### config.mk
export PLATFORM = sky130hd
export DESIGN_NAME = pipeline_hazard_unit_flat
export DESIGN_NICKNAME = d
export VERILOG_FILES = /design/src/rtl/pipeline_hazard_unit_if.sv /design/src/rtl/pipeline_hazard_unit.sv /design/src/flat_wrapper.sv
export SDC_FILE = /design/constraint.sdc
export NUM_CORES = 1
export LEC_CHECK = 0
export ABC_AREA = 0
export CAP_MARGIN = 20
export CORE_AREA = 2 2 49 69
export CTS_CLUSTER_SIZE = 16
export DETAILED_ROUTE_END_ITERATION = 6
export DIE_AREA = 0 0 51 71
export GPL_TIMING_DRIVEN = 1
export HOLD_SLACK_MARGIN = 0.06
export MAX_ROUTING_LAYER = met4
export PLACE_DENSITY_LB_ADDON = 0.25
export SLEW_MARGIN = 5
export SYNTH_ARGS = -nofsm -noshare
export SYNTH_HDL_FRONTEND = slang
export SYNTH_SLANG_ARGS = --single-unit
### constraint.sdc
create_clock -name clk -period 4.15 [get_ports clk]
set_input_delay 0.83 -clock clk [delete_from_list [all_inputs] [get_ports clk]]
set_output_delay 0.83 -clock clk [all_outputs]
set_load 0.03 [all_outputs]
### src/rtl/pipeline_hazard_unit_if.sv
// Hazard-unit bus: ID/EX hazard sources in, pipeline stall/bubble/flush controls out.
interface pipeline_hazard_unit_if #(
  parameter int unsigned REG_ADDR_W  = 5,
  parameter int unsigned STALL_CNT_W = 16
);
  logic [REG_ADDR_W-1:0]  rs1_d;
  logic [REG_ADDR_W-1:0]  rs2_d;
  logic                   rs1_used_d;
  logic                   rs2_used_d;
  logic [REG_ADDR_W-1:0]  rd_e;
  logic                   mem_read_e;
  logic                   mdu_op_e;
  logic                   branch_taken_e;
  logic                   stall_f;
  logic                   stall_d;
  logic                   stall_e;
  logic                   bubble_e;
  logic                   bubble_m;
  logic                   flush_d;
  logic [STALL_CNT_W-1:0] stall_count;

  modport master (
    output rs1_d, rs2_d, rs1_used_d, rs2_used_d, rd_e, mem_read_e, mdu_op_e, branch_taken_e,
    input  stall_f, stall_d, stall_e, bubble_e, bubble_m, flush_d, stall_count
  );

  modport slave (
    input  rs1_d, rs2_d, rs1_used_d, rs2_used_d, rd_e, mem_read_e, mdu_op_e, branch_taken_e,
    output stall_f, stall_d, stall_e, bubble_e, bubble_m, flush_d, stall_count
  );
endinterface

### src/rtl/pipeline_hazard_unit.sv
// Five-stage pipeline hazard controller: load-use stalls, multi-cycle MDU hold,
// taken-branch flush and a saturating stall-cycle counter. Controls are Mealy.
module pipeline_hazard_unit #(
  parameter int unsigned REG_ADDR_W        = 5,
  parameter int unsigned LOAD_STALL_CYCLES = 1,
  parameter int unsigned MDU_LATENCY       = 4,
  parameter int unsigned STALL_CNT_W       = 16
) (
  input  logic                  clk,
  input  logic                  reset,
  pipeline_hazard_unit_if.slave hz
);

  localparam int unsigned CNT_W = 4;

  typedef enum logic [1:0] {
    IDLE       = 2'd0,
    LOAD_STALL = 2'd1,
    MDU_BUSY   = 2'd2,
    MDU_LAST   = 2'd3
  } state_t;

  state_t                 state_q;
  state_t                 state_n;
  logic [CNT_W-1:0]       cnt_q;
  logic [CNT_W-1:0]       cnt_n;
  logic                   load_use_c;
  logic                   stall_f_c;
  logic                   stall_d_c;
  logic                   stall_e_c;
  logic                   bubble_e_c;
  logic                   bubble_m_c;
  logic                   flush_d_c;
  logic [STALL_CNT_W-1:0] stall_count_q;

  // x0 is hardwired zero, so a load into it can never feed a consumer
  assign load_use_c = hz.mem_read_e && (hz.rd_e != REG_ADDR_W'(0)) &&
                      ((hz.rs1_used_d && (hz.rs1_d == hz.rd_e)) ||
                       (hz.rs2_used_d && (hz.rs2_d == hz.rd_e)));

  always_ff @(posedge clk or negedge reset) begin
    if (!reset) begin
      state_q <= IDLE;
      cnt_q   <= '0;
    end else begin
      state_q <= state_n;
      cnt_q   <= cnt_n;
    end
  end

  // Next state: counters are preloaded with the cycles still owed after the trigger cycle
  always_comb begin
    state_n = state_q;
    cnt_n   = cnt_q;
    case (state_q)
      IDLE: begin
        if (hz.mdu_op_e) begin
          if (MDU_LATENCY > 2) begin
            cnt_n   = CNT_W'(MDU_LATENCY - 2);
            state_n = MDU_BUSY;
          end else begin
            state_n = MDU_LAST;
          end
        end else if (hz.branch_taken_e) begin
          state_n = IDLE;
        end else if (load_use_c && (LOAD_STALL_CYCLES > 1)) begin
          cnt_n   = CNT_W'(LOAD_STALL_CYCLES - 1);
          state_n = LOAD_STALL;
        end
      end
      LOAD_STALL: begin
        cnt_n = cnt_q - CNT_W'(1);
        if (cnt_q == CNT_W'(1)) state_n = IDLE;
      end
      MDU_BUSY: begin
        cnt_n = cnt_q - CNT_W'(1);
        if (cnt_q == CNT_W'(1)) state_n = MDU_LAST;
      end
      MDU_LAST: begin
        state_n = IDLE;
        if (load_use_c && (LOAD_STALL_CYCLES > 1)) begin
          cnt_n   = CNT_W'(LOAD_STALL_CYCLES - 1);
          state_n = LOAD_STALL;
        end
      end
      default: state_n = IDLE;
    endcase
  end

  // Controls; reset forces them low combinationally
  always_comb begin
    stall_f_c  = 1'b0;
    stall_d_c  = 1'b0;
    stall_e_c  = 1'b0;
    bubble_e_c = 1'b0;
    bubble_m_c = 1'b0;
    flush_d_c  = 1'b0;
    if (reset) begin
      case (state_q)
        IDLE: begin
          if (hz.mdu_op_e) begin
            stall_f_c  = 1'b1;
            stall_d_c  = 1'b1;
            stall_e_c  = 1'b1;
            bubble_m_c = 1'b1;
          end else if (hz.branch_taken_e) begin
            flush_d_c  = 1'b1;
            bubble_e_c = 1'b1;
          end else if (load_use_c) begin
            stall_f_c  = 1'b1;
            stall_d_c  = 1'b1;
            bubble_e_c = 1'b1;
          end
        end
        LOAD_STALL: begin
          stall_f_c  = 1'b1;
          stall_d_c  = 1'b1;
          bubble_e_c = 1'b1;
        end
        MDU_BUSY: begin
          stall_f_c  = 1'b1;
          stall_d_c  = 1'b1;
          stall_e_c  = 1'b1;
          bubble_m_c = 1'b1;
        end
        MDU_LAST: begin
          if (load_use_c) begin
            stall_f_c  = 1'b1;
            stall_d_c  = 1'b1;
            bubble_e_c = 1'b1;
          end
        end
        default: ;
      endcase
    end
  end

  // Saturating count of cycles in which IF/ID was held
  always_ff @(posedge clk or negedge reset) begin
    if (!reset) begin
      stall_count_q <= '0;
    end else if (stall_d_c && (stall_count_q != {STALL_CNT_W{1'b1}})) begin
      stall_count_q <= stall_count_q + STALL_CNT_W'(1);
    end
  end

  assign hz.stall_f     = stall_f_c;
  assign hz.stall_d     = stall_d_c;
  assign hz.stall_e     = stall_e_c;
  assign hz.bubble_e    = bubble_e_c;
  assign hz.bubble_m    = bubble_m_c;
  assign hz.flush_d     = flush_d_c;
  assign hz.stall_count = stall_count_q;

endmodule

### src/flat_wrapper.sv
// flat-port wrapper written by rule: the top's interface ports become plain ports
module pipeline_hazard_unit_flat 
#(
  parameter int unsigned REG_ADDR_W        = 5,
  parameter int unsigned LOAD_STALL_CYCLES = 1,
  parameter int unsigned MDU_LATENCY       = 4,
  parameter int unsigned STALL_CNT_W       = 16
)
  (clk, reset, hz_rs1_d, hz_rs2_d, hz_rs1_used_d, hz_rs2_used_d, hz_rd_e, hz_mem_read_e, hz_mdu_op_e, hz_branch_taken_e, hz_stall_f, hz_stall_d, hz_stall_e, hz_bubble_e, hz_bubble_m, hz_flush_d, hz_stall_count);
  pipeline_hazard_unit_if #(.REG_ADDR_W(REG_ADDR_W), .STALL_CNT_W(STALL_CNT_W)) hz_i ();
  input  logic clk;
  input  logic reset;
  input wire logic [$bits(hz_i.rs1_d)-1:0] hz_rs1_d;
  input wire logic [$bits(hz_i.rs2_d)-1:0] hz_rs2_d;
  input wire logic [$bits(hz_i.rs1_used_d)-1:0] hz_rs1_used_d;
  input wire logic [$bits(hz_i.rs2_used_d)-1:0] hz_rs2_used_d;
  input wire logic [$bits(hz_i.rd_e)-1:0] hz_rd_e;
  input wire logic [$bits(hz_i.mem_read_e)-1:0] hz_mem_read_e;
  input wire logic [$bits(hz_i.mdu_op_e)-1:0] hz_mdu_op_e;
  input wire logic [$bits(hz_i.branch_taken_e)-1:0] hz_branch_taken_e;
  output wire logic [$bits(hz_i.stall_f)-1:0] hz_stall_f;
  output wire logic [$bits(hz_i.stall_d)-1:0] hz_stall_d;
  output wire logic [$bits(hz_i.stall_e)-1:0] hz_stall_e;
  output wire logic [$bits(hz_i.bubble_e)-1:0] hz_bubble_e;
  output wire logic [$bits(hz_i.bubble_m)-1:0] hz_bubble_m;
  output wire logic [$bits(hz_i.flush_d)-1:0] hz_flush_d;
  output wire logic [$bits(hz_i.stall_count)-1:0] hz_stall_count;
  assign hz_i.rs1_d = hz_rs1_d;
  assign hz_i.rs2_d = hz_rs2_d;
  assign hz_i.rs1_used_d = hz_rs1_used_d;
  assign hz_i.rs2_used_d = hz_rs2_used_d;
  assign hz_i.rd_e = hz_rd_e;
  assign hz_i.mem_read_e = hz_mem_read_e;
  assign hz_i.mdu_op_e = hz_mdu_op_e;
  assign hz_i.branch_taken_e = hz_branch_taken_e;
  assign hz_stall_f = hz_i.stall_f;
  assign hz_stall_d = hz_i.stall_d;
  assign hz_stall_e = hz_i.stall_e;
  assign hz_bubble_e = hz_i.bubble_e;
  assign hz_bubble_m = hz_i.bubble_m;
  assign hz_flush_d = hz_i.flush_d;
  assign hz_stall_count = hz_i.stall_count;
  pipeline_hazard_unit #(.REG_ADDR_W(REG_ADDR_W), .LOAD_STALL_CYCLES(LOAD_STALL_CYCLES), .MDU_LATENCY(MDU_LATENCY), .STALL_CNT_W(STALL_CNT_W)) u_core (.clk(clk), .reset(reset), .hz(hz_i));
endmodule
# [Word-level counts from Yosys, hierarchy flattened]
# Cells that the tools add are included.
[totals] ff_bits=22 latch_bits=0 ramBits=0 romBits=0 input_bits=22 out_inout_bits=22 word_cells=51 n_memories=0
[classes] addsub=2 n_mul=0 div=0 magnitude_cmp=0 eq_ne=11 shift=0 muxes=23 bitwise_logic=0 reduce_logical=12
[op_table] operator="16-bit by 1-bit adder with 16-bit output, second input constant" n=1
[op_table] operator="16-bit inequality test, second input constant" n=1
[op_table] operator="1-bit 2-to-1 mux" n=13
[op_table] operator="5-bit == test" n=2
[op_table] operator="2-bit 2-to-1 mux" n=4
[op_table] operator="2-bit one-hot mux with 4 select lines" n=1
[op_table] operator="4-bit one-hot mux with 2 select lines" n=1
[op_table] operator="1-bit one-hot mux with 3 select lines" n=2
[op_table] operator="1-bit logical AND" n=5
[op_table] operator="5-bit nonzero test" n=1
[op_table] operator="2-bit == test, second input constant" n=2
[op_table] operator="4-bit by 1-bit == test with 1-bit output, second input constant" n=1
[op_table] operator="4-bit 2-to-1 mux" n=1
[op_table] operator="2-bit by 1-bit inequality test with 1-bit output, second input constant" n=2
[op_table] operator="4-bit by 1-bit subtractor with 4-bit output, second input constant" n=1
[op_table] operator="3-bit inequality test, second input constant" n=1
[op_table] operator="3-bit AND reduction" n=1
[op_table] operator="2-bit by 1-bit == test with 1-bit output, second input constant" n=1
[op_table] operator="2-bit logical NOT" n=1
[op_table] operator="2-bit inequality test, second input constant" n=1
[op_table] operator="1-bit one-hot mux with 2 select lines" n=1
[op_table] operator="2-bit AND reduction" n=1
[op_table] operator="2-bit nonzero test" n=1
[op_table] operator="2-bit OR reduction" n=1
[op_table] operator="1-bit logical OR" n=1

# [Depth between registers and ports, before layout]
# Gate-level depths: netlist of the first run.
[depth] depth_word=10 ltp_mapped=10

# [Worst setup path after synthesis of the first run]
# OpenSTA, ideal clock, no wires.
[synth_timing] path_kind="input port to output port" startpoint="in hz_rd_e[3]" endpoint="out hz_bubble_e" t_arrival_ps=2319 t_required_ps=3320 slack_ps=1001 path_stages=6 cell_sequence="xor2_1 -> nor4_1 -> a32oi_1 -> o21ai_0 -> a21oi_1 -> nor3_1"
[synth_between] elab_chain_len=9 word_cells_on_any_way=13
[synth_lines] element="from (decl)" line="flat_wrapper.sv:17" text="input wire logic [$bits(hz_i.rd_e)-1:0] hz_rd_e;"
[synth_lines] element="5-bit == test (on tied branches)" line="pipeline_hazard_unit.sv:38, pipeline_hazard_unit.sv:39"
[synth_lines] element="1-bit logical AND (on tied branches)" line="pipeline_hazard_unit.sv:38, pipeline_hazard_unit.sv:39"
[synth_lines] element="1-bit logical OR" line="pipeline_hazard_unit.sv:38" text="((hz.rs1_used_d && (hz.rs1_d == hz.rd_e)) ||"
[synth_lines] element="1-bit logical AND (*)" line="pipeline_hazard_unit.sv:37" text="assign load_use_c = hz.mem_read_e && (hz.rd_e != REG_ADDR_W'(0)) &&"
[synth_lines] element="1-bit 2-to-1 mux (*)" line="pipeline_hazard_unit.sv:109, pipeline_hazard_unit.sv:127"
[synth_lines] element="1-bit 2-to-1 mux" line="pipeline_hazard_unit.sv:106" text="end else if (hz.branch_taken_e) begin"
[synth_lines] element="1-bit 2-to-1 mux" line="pipeline_hazard_unit.sv:101" text="if (hz.mdu_op_e) begin"
[synth_lines] element="1-bit one-hot mux with 3 select lines (*)" line="pipeline_hazard_unit.sv:99" text="case (state_q)"
[synth_lines] element="1-bit 2-to-1 mux (*)" line="pipeline_hazard_unit.sv:98" text="if (reset) begin"
[synth_lines] element="to (decl)" line="flat_wrapper.sv:24" text="output wire logic [$bits(hz_i.bubble_e)-1:0] hz_bubble_e;"
# Every way passes the cells marked *; elsewhere a longest branch is shown, timed or not.

# [Worst setup path in the final report of the first run]
# Same ends and word-level chain as after synthesis.

==> impl_metrics.toml, run 1 <==
[outcome]
outcome = "complete, no violations"

[sta]
clock_skew_ns = 0.00413
rsz0062_at_grt = "no"
final-setup-viol-count = 0
tns_ns = 0
relSlewSlack_pct = 57.7
worst_slew_pin_slew_ns = 0.628
timing.final.hold_violations = 0
timing_max_transition_violations_final = 0
final.min_clock_period_ns = 3.59
final_min_period_over_clock_period_pct = 86.4
max_freq_mhz = 279

[final_layout]
ff_latch_area_um2 = 551
finish.instance_area_um2 = 1950
final_core_utilization_pct = 64.4
finalNetCount = 216
syn2layout_area_growth_pct = 34.0
drive_above_1_share_pct = 11.4
layout_commonest_cell = "sky130_fd_sc_hd__clkdlybuf4s50_1"
multiInputGateArea_um2 = 847
most-common-layout-cells = "sky130_fd_sc_hd__clkdlybuf4s50_1 (40), sky130_fd_sc_hd__dfrtp_1 (22), sky130_fd_sc_hd__xnor2_1 (11)"
layout.filler_cells = 244
antennaDiodeCount = 0

[clock_network]
tritoncts.num_buffers = 3
clockBufferDepth = 2
cts_root_buffer = "sky130_fd_sc_hd__clkbuf_8"
cts.sink_count = 22
clock_insertion_delay_at_the_later_pin_of_the_skew_report_ns = 0.26
cts.reportedPaths.clkPinSlew_ns = 0.07
cts.htree.levels = 1
hold_buffers = 0
cts_tree = "built"

[critical_path]
critical_path_class = "input pin to output port"
critPathLaunchType = "input pin"
cp_data_required_time_ns = 3.32
setup.worst_path.end_class = "output port"
critical_path_peak_fanout = 3
cp_data_arrival_time_ns = 2.76

[power]
switching_share_pct = 43.4
peakVddDrop_uv = 368
power.share.combinational_pct = 56.3
internal_power_uw = 600
sequentialPowerShare_pct = 31.6
static-leakage-power_nw = 0.892
netSwitchingPower_uw = 460
p_clk_share_pct = 12.1
power-per-cell-area_nw_per_um2 = 543

[placed_design]
place.port_buffers = 43
detailedPlacementHpwl_um = 2670
place_congestion = 0.811
post_detailed_placement_cell_area_um2 = 1910

[min_path]
holdCritPathClass = "flop to flop"

[drt]
routed_wl_um = 3460
route.antenna.remaining_nets = 0
first_pass_iters = 4
drcViolationCount = 0
route.vias.total = 1238
drt_iter0_markers = 20
viasPerCell = 5.53
wl_per_cell_um = 15.4

[grt]
grtUsageTotal_pct = 21.9
grt_max_degree = 23
grt_overflow = 0
global_route_wire_length_before_repair_um = 5980
first_global_vias = 1252
antenna_violations_before_repair = 0

[job]
drv_cap = 0

[synthesis]
synth.ff_latch_count = 22
async_flop_share_pct = 100
yosys_top_cell_area_share_pct = 37.8
synth.lib_cells_used.distinct = 42
syn_area_per_cell_um2 = 10.3
yosys_warnings = 0
leading_area_contributor_after_synthesis = "sky130_fd_sc_hd__dfrtp_1"
synth_cells = 141
syn_nets = 170
synth_edf_count = 0
syn-cell-area_um2 = 1460
sequential_cell_area_fraction_in_the_yosys_report_pct = 37.8
synthFlopType = "sky130_fd_sc_hd__dfrtp_1"
synth.area.top_cells = "sky130_fd_sc_hd__dfrtp_1 (38%), sky130_fd_sc_hd__xnor2_1 (6.6%), sky130_fd_sc_hd__ha_1 (6.0%)"

[floorplanning]
io-pin-count = 44
die_height_um = 71
initial_core_util_pct = 48.1
design.die.area_um2 = 3620
fp.dieW_um = 51
fp-row-count = 24
fp.coreArea_um2 = 3030
## what timing repair did
item | 4_1_cts | 5_1_grt
setup buffers | 0 | 0
endpoints found under the setup margin | 0 | 1
endpoints found under the hold margin | 0 | 0
resized for setup | 0 | 1
## routing by layer
layer	GRT usage, %	part of all wire, %	up-vias	routed length (um)
met5	-	0	-	0
met4	6.31	1.8	0	61
met3	1.90	3.1	7	107
met2	40.0	57	32	1980
met1	24.7	38	609	1310
li1	-	-	590	-
## registers in the layout (all words and copies together), names as in the netlist
register / cells
u_core.cnt_q: 4
u_core.state_q: 2
u_core.hz.stall_count: 16
## kinds of logic after synthesis
logic type	Yosys count	synth area share, %
adders and majority gates	7	6.01
AOI/OAI and AO/OA	19	9.27
xor gates and xnor gates	22	13.7
buffers and inverters	10	4.12
DFF	22	37.8
muxes	5	4.29
and+or+nand+nor	56	24.8
## through the flow
| stage | hold WS (ns) | setup slack [ns] | std cells | power [mW] |
|---|---|---|---|---|
| final | 0.508 | 0.564 | 224 | 1.06 |
| after floorplan | 0.490 | 1.00 | 141 | 0.760 |
| after detailed placement | 0.504 | 0.200 | 221 | 0.939 |
| after global routing | 0.523 | 0.383 | 224 | 1.14 |
| after global placement | 0.484 | 0.279 | 221 | 0.918 |
| after CTS | 0.518 | 0.197 | 224 | 1.07 |
## worst paths after layout
check / end / from / depth (start not counted) / slack [ns]
worst min-delay path: u_core.hz.stall_count[15]$_DFFE_PN0P_ / u_core.hz.stall_count[15]$_DFFE_PN0P_ / 1 / 0.51
worst min register to register: u_core.hz.stall_count[15]$_DFFE_PN0P_ / u_core.hz.stall_count[15]$_DFFE_PN0P_ / 1 / 0.51
worst max-delay path: hz_bubble_e / hz_rd_e[3] / 8 / 0.56
min in group asynchronous: u_core.state_q[0]$_DFFE_PN0P_ / reset / 2 / 0.99
max in group asynchronous: u_core.hz.stall_count[5]$_DFFE_PN0P_ / reset / 2 / 2.94
worst max register to register: u_core.hz.stall_count[1]$_DFFE_PN0P_ / u_core.state_q[0]$_DFFE_PN0P_ / 9 / 1.61
## layout make-up
class / count / area share, %
multi-input cells: 109 / 43.4
flip-flops and latches: 22 / 28.2
repair buffers: 45 / 22.7
well taps: 39 / 2.50
clock buffers: 3 / 2.11
inverters: 6 / 1.15
## cells in the mapped netlist, types with 3 or more instances
cell,count
sky130_fd_sc_hd__xor2_1,10
sky130_fd_sc_hd__nand2_1,5
sky130_fd_sc_hd__ha_1,7
sky130_fd_sc_hd__nor2_1,10
sky130_fd_sc_hd__nand4_1,3
sky130_fd_sc_hd__a21oi_1,7
sky130_fd_sc_hd__o21ai_0,4
sky130_fd_sc_hd__dfrtp_1,22
sky130_fd_sc_hd__inv_1,6
sky130_fd_sc_hd__nor3_1,4
sky130_fd_sc_hd__xnor2_1,11
sky130_fd_sc_hd__and3_1,4
sky130_fd_sc_hd__nand3_1,8
sky130_fd_sc_hd__nand2b_1,3
## power by group through the flow
stage               Sequential (mW)  Combinational [mW]  Clock, mW
finish                        0.335               0.597      0.129
global route                  0.344               0.658      0.142
CTS                           0.335               0.604      0.135
detailed placement            0.338               0.601          0
global placement              0.334               0.584          0
floorplan                     0.381               0.379          0
## worst max-delay path, cell delays in order
cell and delay (ns):
sky130_fd_sc_hd__clkdlybuf4s50_1 0.48, sky130_fd_sc_hd__xor2_1 0.19, sky130_fd_sc_hd__nor4_1 0.30, sky130_fd_sc_hd__a32oi_1 0.22, sky130_fd_sc_hd__o21ai_0 0.21, sky130_fd_sc_hd__a21oi_1 0.08
sky130_fd_sc_hd__nor3_1 0.13, sky130_fd_sc_hd__dlymetal6s2s_1 0.31
No activity file was read; power rests on OpenSTA's default activity.
==> run 2, diff against run 1 <==
--- a/config.mk
+++ b/config.mk
@@ -7,10 +7,10 @@
 export LEC_CHECK = 0
 export ABC_AREA = 0
 export CAP_MARGIN = 20
-export CORE_AREA = 2 2 49 69
+export CORE_AREA = 2 2 59 61
 export CTS_CLUSTER_SIZE = 16
 export DETAILED_ROUTE_END_ITERATION = 6
-export DIE_AREA = 0 0 51 71
+export DIE_AREA = 0 0 61 63
 export GPL_TIMING_DRIVEN = 1
 export HOLD_SLACK_MARGIN = 0.06
 export MAX_ROUTING_LAYER = met4
==> constraint.sdc (replaced) <==
create_clock -name clk -period 3.5 [get_ports clk]
set_input_delay 0.7 -clock clk [delete_from_list [all_inputs] [get_ports clk]]
set_output_delay 0.7 -clock clk [all_outputs]
set_load 0.03 [all_outputs]
==> impl_metrics.toml, run 2 (same netlist as run 1, synthesis figures left out) <==
[outcome]
outcome = "complete, no violations"

[drt]
viasPerCell = 5.14
first_pass_iters = 4
route.vias.total = 1192
route.antenna.remaining_nets = 0
routed_wl_um = 3080
drt_iter0_markers = 83
wl_per_cell_um = 13.3
drcViolationCount = 0

[critical_path]
cp_data_arrival_time_ns = 2.48
r2r_path_end = "u_core.hz.stall_count[1]$_DFFE_PN0P_"
rr_startpoint = "u_core.state_q[0]$_DFFE_PN0P_"
cp_data_required_time_ns = 2.80
critical_path_class = "input pin to output port"
r2r_slack_ns = 0.98
family_with_the_most_delay_on_the_worst_path = "buffers and inverters"
cp.buffers_inverters = 2
worst_r2r_path_cells = 8
critical_path_cell_with_the_highest_stage_delay = "sky130_fd_sc_hd__clkdlybuf4s50_1"
critPathLaunchType = "input pin"
crit_path_max_incr_delay_ns = 0.47
setup.worst_path.end_class = "output port"
critical_path_depth = 8
critical_path_peak_fanout = 3
crit_chain = "clkdlybuf4s50_1 > xor2_1 > nor4_1 > a32oi_1 > o21ai_0 > a21oi_1 > nor3_1 > buf_4"

[final_layout]
finalNetCount = 216
layout_commonest_cell = "sky130_fd_sc_hd__clkdlybuf4s50_1"
largest_register_ffs = 16
finish.instance_area_um2 = 1960
drive_above_1_share_pct = 14.0
syn2layout_area_growth_pct = 34.5
antennaDiodeCount = 0
most-common-layout-cells = "sky130_fd_sc_hd__clkdlybuf4s50_1 (37), sky130_fd_sc_hd__dfrtp_1 (22), sky130_fd_sc_hd__xnor2_1 (11)"
layout.filler_cells = 289

[sta]
relSlewSlack_pct = 49.9
max_freq_mhz = 315
worst_slew_pin_slew_ns = 0.743
final.min_clock_period_ns = 3.18
timing_max_transition_violations_final = 0
worst_slack_ns = 0.321
final_min_period_over_clock_period_pct = 90.8
final-setup-viol-count = 0
rsz0062_at_grt = "no"
timing.final.hold_violations = 0
tns_ns = 0
clock_skew_ns = 0.00414

[grt]
grtUsageTotal_pct = 18.5
first_global_vias = 1240
grt_overflow = 0
antenna_violations_before_repair = 0
global_route_wire_length_before_repair_um = 5390
grt_max_degree = 23

[floorplanning]
die_height_um = 63
fp.dieW_um = 61
fp-row-count = 21
io-pin-count = 44
fp.coreArea_um2 = 3230
initial_core_util_pct = 45.1
design.die.area_um2 = 3840

[placed_design]
post-place-ws_ns = 0.326
place_congestion = 0.854
detailedPlacementHpwl_um = 2470
place.port_buffers = 43
post_detailed_placement_cell_area_um2 = 1910

[min_path]
hold_path_startpoint = "u_core.hz.stall_count[7]$_DFFE_PN0P_"
holdCritPathClass = "flop to flop"
holdPathStages = 1
min_delay_worst_endpoint = "u_core.hz.stall_count[7]$_DFFE_PN0P_"

[clock_network]
clockBufferDepth = 2
tritoncts.num_buffers = 3
cts_root_buffer = "sky130_fd_sc_hd__clkbuf_4"
cts.repair.resized = 0
cts_tree = "built"
clock_insertion_delay_at_the_later_pin_of_the_skew_report_ns = 0.31
cts.repair_timing.setup_buffer_count = 0
cts.sink_count = 22
cts.reportedPaths.clkPinSlew_ns = 0.12
hold_buffers = 0
cts.htree.levels = 1

[power]
power-per-cell-area_nw_per_um2 = 659
peakVddDrop_uv = 468
static-leakage-power_nw = 0.888

[job]
drv_cap = 0
==> run 2: changes by cell type in the layout (fill, tap and decap cells not counted) <==
cell                              before  now
sky130_fd_sc_hd__clkbuf_4              0    3
sky130_fd_sc_hd__bufinv_16             0    1
sky130_fd_sc_hd__clkbuf_8              3    0
sky130_fd_sc_hd__clkdlybuf4s50_1      40   37
sky130_fd_sc_hd__dlymetal6s2s_1        1    0
sky130_fd_sc_hd__buf_4                 4    8
==> run 2: worst max-delay path by stage <==
stage / from / end / slack (ns)
floorplan: hz_rd_e[3] / hz_bubble_e / 0.61
global placement: hz_rd_e[3] / hz_bubble_e / 0.38
CTS: hz_rd_e[3] / hz_bubble_e / 0.31
detailed placement: hz_rd_e[3] / hz_bubble_e / 0.33
global route: hz_rd_e[3] / hz_bubble_e / 0.17
finish: hz_rd_e[3] / hz_bubble_e / 0.32
==> run 2: power by group <==
group / total (mW) / internal, mW / leakage, nW / switching (mW)
Clock: 0.195 / 0.116 / 0.0279 / 0.0789
Sequential: 0.393 / 0.320 / 0.288 / 0.0730
Combinational: 0.704 / 0.310 / 0.572 / 0.394
Total: 1.29 / 0.746 / 0.888 / 0.546
==> run 2: metal layers <==
metal	share of wire [%]	track usage, %	up-vias
li1	-	-	596
met1	44	23.4	575
met2	52	30.4	19
met3	3.0	3.73	2
met4	0.46	3.80	0
met5	0	-	-
==> run 2: area by class of cell <==
| cell class | count | area (um2) | share of cell area, % |
|---|---|---|---|
| clock buffers | 3 | 22.5 | 1.15 |
| clock inverters | 1 | 30.0 | 1.53 |
| inverters | 6 | 22.5 | 1.15 |
| multi-input cells | 109 | 847 | 43.2 |
| flip-flops and latches | 22 | 551 | 28.1 |
| well taps | 46 | 57.6 | 2.94 |
| repair buffers | 45 | 430 | 22.0 |
==> run 2: stage by stage <==
stage / cells / total power [mW] / hold WS (ns) / util, %
finish: 232 / 1.29 / 0.518 / 60.7
global route: 232 / 1.38 / 0.543 / 60.7
CTS: 232 / 1.30 / 0.519 / 60.7
detailed placement: 228 / 1.10 / 0.498 / 59.0
global placement: 228 / 1.08 / 0.483 / 59.0
floorplan: 141 / 0.901 / 0.404 / -
